===== src/rtl/rv_pkg.sv =====
// Shared definitions for the RV32I instruction encoder: opcodes, request classes, FSM states.
package rv_pkg;

    // Opcode values match the ones the core's decoder expects.
    localparam logic [6:0] OpR      = 7'b0110011;
    localparam logic [6:0] OpImm    = 7'b0010011;
    localparam logic [6:0] OpLoad   = 7'b0000011;
    localparam logic [6:0] OpStore  = 7'b0100011;
    localparam logic [6:0] OpBranch = 7'b1100011;

    typedef enum logic [2:0] {
        ClsR      = 3'd0,
        ClsI      = 3'd1,
        ClsLoad   = 3'd2,
        ClsStore  = 3'd3,
        ClsBranch = 3'd4
    } instrClass_t;

    typedef enum logic [1:0] {
        StIdle,
        StWrite,
        StFull
    } encState_t;

    // True when a 13-bit immediate fits in a 12-bit signed field.
    function automatic logic fitsImm12(input logic [12:0] imm);
        return imm[12] == imm[11];
    endfunction

endpackage


===== src/rtl/rv_instr_pack.sv =====
// Combinational packer: turns decoded fields into an RV32I word and flags illegal requests.
module rv_instr_pack
    import rv_pkg::*;
(
    input  logic [2:0]  cls,
    input  logic [4:0]  rd,
    input  logic [4:0]  rs1,
    input  logic [4:0]  rs2,
    input  logic [2:0]  funct3,
    input  logic [6:0]  funct7,
    input  logic [12:0] imm,
    output logic [31:0] word,
    output logic        legal
);

    always_comb begin
        word  = '0;
        legal = 1'b0;
        case (cls)
            ClsR: begin
                word  = {funct7, rs2, rs1, funct3, rd, OpR};
                legal = 1'b1;
            end
            ClsI: begin
                word  = {imm[11:0], rs1, funct3, rd, OpImm};
                legal = fitsImm12(imm);
            end
            ClsLoad: begin
                word  = {imm[11:0], rs1, funct3, rd, OpLoad};
                legal = fitsImm12(imm);
            end
            ClsStore: begin
                word  = {imm[11:5], rs2, rs1, funct3, imm[4:0], OpStore};
                legal = fitsImm12(imm);
            end
            ClsBranch: begin
                // Branch offsets are halfword aligned; bit 0 is never encoded.
                word  = {imm[12], imm[10:5], rs2, rs1, funct3, imm[4:1], imm[11], OpBranch};
                legal = ~imm[0];
            end
            default: begin
                word  = '0;
                legal = 1'b0;
            end
        endcase
    end

endmodule


===== src/rtl/rv32_instr_encoder.sv =====
// Program loader: accepts decoded instruction fields, encodes them and writes them sequentially
// into instruction memory, one word per two cycles, until the address space is full.
module rv32_instr_encoder
    import rv_pkg::*;
#(
    parameter int unsigned ADDR_W    = 8,
    parameter int unsigned BASE_ADDR = 0
) (
    input  logic              clk,
    input  logic              rst,
    input  logic              clear,
    input  logic              in_valid,
    output logic              in_ready,
    input  logic [2:0]        in_class,
    input  logic [4:0]        in_rd,
    input  logic [4:0]        in_rs1,
    input  logic [4:0]        in_rs2,
    input  logic [2:0]        in_funct3,
    input  logic [6:0]        in_funct7,
    input  logic [12:0]       in_imm,
    output logic              imem_we,
    output logic [ADDR_W-1:0] imem_addr,
    output logic [31:0]       imem_wdata,
    output logic [ADDR_W:0]   count,
    output logic              err,
    output logic              full
);

    localparam logic [ADDR_W-1:0] BaseAddr = ADDR_W'(BASE_ADDR);
    localparam logic [ADDR_W:0]   CountOne = {{ADDR_W{1'b0}}, 1'b1};

    encState_t         stateQ, stateD;
    logic [ADDR_W-1:0] addrQ, addrD;
    logic [ADDR_W:0]   countQ, countD;
    logic [31:0]       wdataQ, wdataD;
    logic              weQ, weD;
    logic              errQ, errD;

    logic [31:0] packedWord;
    logic        packedLegal;
    logic        accept;

    rv_instr_pack u_pack (
        .cls    (in_class),
        .rd     (in_rd),
        .rs1    (in_rs1),
        .rs2    (in_rs2),
        .funct3 (in_funct3),
        .funct7 (in_funct7),
        .imm    (in_imm),
        .word   (packedWord),
        .legal  (packedLegal)
    );

    assign in_ready = (stateQ == StIdle);
    assign full     = (stateQ == StFull);
    assign accept   = in_valid && in_ready;

    always_comb begin
        stateD = stateQ;
        addrD  = addrQ;
        countD = countQ;
        wdataD = wdataQ;
        weD    = 1'b0;
        errD   = 1'b0;

        if (clear) begin
            // A strobe already on the outputs still completes, but is not counted.
            stateD = StIdle;
            addrD  = BaseAddr;
            countD = '0;
        end else begin
            case (stateQ)
                StIdle: begin
                    if (accept) begin
                        if (packedLegal) begin
                            wdataD = packedWord;
                            weD    = 1'b1;
                            stateD = StWrite;
                        end else begin
                            errD = 1'b1;
                        end
                    end
                end
                StWrite: begin
                    countD = countQ + CountOne;
                    if (&addrQ) begin
                        stateD = StFull;
                    end else begin
                        addrD  = addrQ + 1'b1;
                        stateD = StIdle;
                    end
                end
                StFull: begin
                    stateD = StFull;
                end
                default: begin
                    stateD = StIdle;
                end
            endcase
        end
    end

    always_ff @(posedge clk or posedge rst) begin
        if (rst) begin
            stateQ <= StIdle;
            addrQ  <= BaseAddr;
            countQ <= '0;
            wdataQ <= '0;
            weQ    <= 1'b0;
            errQ   <= 1'b0;
        end else begin
            stateQ <= stateD;
            addrQ  <= addrD;
            countQ <= countD;
            wdataQ <= wdataD;
            weQ    <= weD;
            errQ   <= errD;
        end
    end

    assign imem_we    = weQ;
    assign imem_addr  = addrQ;
    assign imem_wdata = wdataQ;
    assign count      = countQ;
    assign err        = errQ;

endmodule


===== config.mk =====
export PLATFORM = sky130hd
export DESIGN_NAME = rv32_instr_encoder
export DESIGN_NICKNAME = d
export VERILOG_FILES = /design/src/rtl/rv_pkg.sv /design/src/rtl/rv_instr_pack.sv /design/src/rtl/rv32_instr_encoder.sv
export SDC_FILE = /design/constraint.sdc
export NUM_CORES = 1
export LEC_CHECK = 0
export ABC_CLOCK_PERIOD_IN_PS = 4500
export CORE_UTILIZATION = 35
export CTS_CLUSTER_DIAMETER = 50
export DETAILED_ROUTE_END_ITERATION = 8
export GPL_TIMING_DRIVEN = 0
export PLACE_DENSITY = 0.7
export SLEW_MARGIN = 10
export SYNTH_ARGS = -nofsm -noshare
export SYNTH_HDL_FRONTEND = slang
export SYNTH_HIERARCHICAL = 1
export SYNTH_SLANG_ARGS = --single-unit
export TNS_END_PERCENT = 30

===== constraint.sdc =====
create_clock -name clk -period 4.5 [get_ports clk]
set_clock_uncertainty 0.05 [all_clocks]
set_input_delay 0.45 -clock clk [delete_from_list [all_inputs] [get_ports clk]]
set_output_delay 0.45 -clock clk [all_outputs]
set_load 0.05 [all_outputs]

==> impl_metrics.csv <==
group,metric,value,unit
clock_tree,clkLatencyLatePin,0.31,ns
power_and_ir_drop,p_per_area,390,nW/um^2
power_and_ir_drop,pwr-share-seq,35.6,%
synth,synthSimpleGateAreaFrac,21.9,%
routing,routed_wl,7030,microns
clock_tree,cts-root-buf,"clkbuf_8",
routing,ant_nets,0,
setup_path,worstPathArrival,2.57,ns
floorplan,core.rowCount,34,
grt,antenna_found_initial,0,
sta,report.final.slew_viol_count,0,
synth,synth.distinct_cells,49,
clock_tree,cts_setup_buffers,0,
setup_path,cp_max_fo,10,
clock_tree,holdBufCountCts,0,
setup_path,critPathMaxStageDelay,0.52,ns
routing,vias,2422,
floorplan,dieWidth,96.2,microns
synth,netlist.area_leader.share,42.7,%
power_and_ir_drop,power.internal,1080,uW
setup_path,r2r_slack,2.66,ns
power_and_ir_drop,leakagePower,0.00199,uW
setup_path,crit_buf_inv,3,
sta,tightest_slew,0.645,ns
synth,synthTopCellsByArea,"dfrtp_1 43%, mux2_4 14%, mux2i_1 6.8%",
power_and_ir_drop,p_sw,622,uW
placement,place_congestion,0.851,
final_layout,area.growth.synth_to_final,40.3,%
setup_path,crit_path_cell_trace,"clkdlybuf4s50_1 -> buf_6 -> nor2_2 -> o2bb2ai_1 -> nand2_2 -> buf_6 -> mux2_4",
setup_path,crit_required,4.64,ns
grt,overflow,0,
synth,ys.flop_type,"dfrtp_1",
placement,dp_hpwl,5370,microns
clock_tree,clk_path_buf_depth,2,
clock_tree,h-tree-depth,2,
sta,fmaxAchievable,411,MHz
floorplan,core-area,8680,sq um
min_path,hp-class,"input port to flop",
run_status,status,"complete, no violations",
synth,synthAdderAreaFrac,0.805,%
sta,hold_viol,0,
clock_tree,clkSinkCount,53,
clock_tree,cts_resized,0,
setup_path,startpoint_type,"input port",
synth,synth_compound_area_share,4.39,%
clock_tree,cts_buffers,5,
setup_path,crit_path_top_delay_cell,"clkdlybuf4s50_1",
clock_tree,cts_tree,"done",
power_and_ir_drop,ir_worst_vdd,0.169,mV
synth,synth_commonest_cells,"53 x dfrtp_1, 28 x mux2_4, 21 x mux2i_1",
final_layout,diodes,0,
floorplan,die_area,9260,sq um
synth,async_reset_ff_share,100,%
grt,grt_pass1_vias,2268,
placement,port_buffers,96,
synth,avgSynthCellArea,11.6,sq um
sta,min_period,2.43,ns
routing,drc,0,
routing,firstDrtPassIters,6,
sta,hold_slack,0.403,ns
power_and_ir_drop,switching_share,36.5,%
power_and_ir_drop,p_total,1700,uW
setup_path,crit_top_cell,"buf_6",
synth,ys_ff_latch,53,
run,drv_cap,0,
sta,finalSetupViolCount,0,
routing,routedWlPerCell,14.6,microns
synth,synth_top_family_by_area,"simple AND/OR/NAND/NOR gates",
sta,setup_tns,0,ns
synth,synth.mux.area_fraction,21.7,%
grt,grt_first_pass_wirelength,11200,microns
setup_path,path_class,"input port to flop",
setup_path,cpLargestDelayFamily,"buffers and inverters",
grt,grtUsageTotal,15.7,%
grt,grt_max_degree,30,
floorplan,io_pins,98,
setup_path,cp-end-kind,"flop",
final_layout,nNetsFinal,419,
synth,yosysWarnings,6,
routing,drtIter0Drc,59,
final_layout,drive_gt1_share,19.0,%
synth,yosysSeqAreaShare,42.7,%
synth,synthCells,267,
sta,period_share,54.0,%
routing,routed_via_density,5.04,
synth,synth_most_common_cell,"dfrtp_1",
floorplan,initial_utilization,35.8,%
synth,yosys.area.top_type,"dfrtp_1",
synth,synthXorXnorAreaFrac,3.10,%
clock_tree,clk_pin_slew,0.09,ns
synth,synth_area,3110,sq um
sta,maxSlewHeadroom,56.7,%
floorplan,die_y,96.2,microns
power_and_ir_drop,power_frac_comb,42.0,%
sta,rsz0062_at_grt,"false",
synth,synth_edf_count,0,
final_layout,nFillCells,821,
power_and_ir_drop,pwr-share-clk,22.4,%
-- per-stage QoR --
step	utilization, %	setup slack, ns	cells	area (sq um)
after detailed placement	48.7	1.72	473	4230
after floorplan	-	2.56	268	3110
after global placement	48.5	1.67	472	4210
after global routing	50.3	1.90	481	4360
final	50.3	2.07	481	4360
after CTS	50.3	2.04	481	4360
-- registers in the layout (all words and copies together), names as in the netlist --
| name | count |
|---|---|
| count | 9 |
| err | 1 |
| imem_addr | 8 |
| imem_wdata | 32 |
| imem_we | 1 |
| stateQ | 2 |
-- worst reg2reg max path: stages (launching register included) --
cell,delay [ns]
dfrtp_1,0.49
nor4b_2,0.43
nand2_2,0.23
buf_6,0.22
mux2_4,0.30
-- worst paths after layout --
path,start,endpoint,cells past startpoint
setup / recovery,in_class[1],imem_wdata[7]$_DFFE_PP0P_,7
hold / removal,clear,imem_addr[6]$_DFFE_PP0P_,2
setup reg to reg,stateQ[0]$_DFFE_PP0P_,imem_wdata[7]$_DFFE_PP0P_,4
hold reg to reg,imem_wdata[26]$_DFFE_PP0P_,imem_wdata[26]$_DFFE_PP0P_,1
max in group asynchronous,rst,imem_wdata[31]$_DFFE_PP0P_,3
min in group asynchronous,rst,imem_wdata[13]$_DFFE_PP0P_,2
-- placed cells by master (no fill, tap or decap), types with 2 or more instances in the layout --
cell type,netlist,routed
ha_1,2,2
xor2_1,10,10
inv_1,4,3
and4b_1,8,8
a21oi_1,6,6
nor2_1,15,15
clkdlybuf4s50_1,0,96
nor2b_1,2,2
and4bb_1,2,2
nand2_1,14,14
and4bb_2,2,2
buf_6,6,6
or3_1,2,2
dfrtp_1,53,53
clkbuf_8,0,5
nor3b_1,10,10
nand2b_1,7,7
buf_4,7,7
or3b_2,5,5
conb_1,1,2
buf_2,3,3
nand4_1,3,3
clkbuf_1,2,2
mux2_4,28,28
nand3_1,7,7
bufinv_16,0,2
and2_1,9,9
o221ai_1,5,5
mux2_2,4,4
o21ai_0,2,2
mux2i_1,21,21
or4_1,7,7
-- cell type report --
cell class / count / area [sq um] / area share (%)
repair buffers: 97 / 981 / 22.5
multi-input cells: 192 / 1620 / 37.2
clock inverters: 3 / 65.1 / 1.49
inverters: 4 / 15.0 / 0.344
flip-flops and latches: 53 / 1330 / 30.4
clock buffers: 5 / 68.8 / 1.58
well taps: 108 / 135 / 3.10
plain buffers: 19 / 148 / 3.38
-- routing by layer --
layer | vias up | GRT usage, % | share of wire, %
li1 | 1163 | - | -
met1 | 1170 | 20.4 | 45
met2 | 83 | 25.5 | 48
met3 | 6 | 4.11 | 6.1
met4 | 0 | 4.35 | 0.91
met5 | - | 0 | 0
-- kinds of logic (layout without fill, tap and decap cells) --
| group | count (synthesis) | count (layout) |
|---|---|---|
| AND/OR/NAND/NOR | 104 | 104 |
| multiplexers | 53 | 53 |
| flip-flops | 53 | 53 |
| buffers and inverters | 23 | 128 |
| AO/OA/AOI/OAI | 20 | 20 |
| XOR/XNOR | 11 | 11 |
| adder cells (fa/ha/maj) | 2 | 2 |
| other | 1 | 2 |
-- power groups by stage --
stage | combinational, uW | sequential [uW] | clock, uW
after CTS | 721 | 608 | 392
final | 715 | 606 | 382
after global placement | 710 | 615 | 0
after global routing | 748 | 616 | 412
after detailed placement | 720 | 614 | 0
after floorplan | 189 | 893 | 0
No activity file was read; power rests on OpenSTA's default activity.
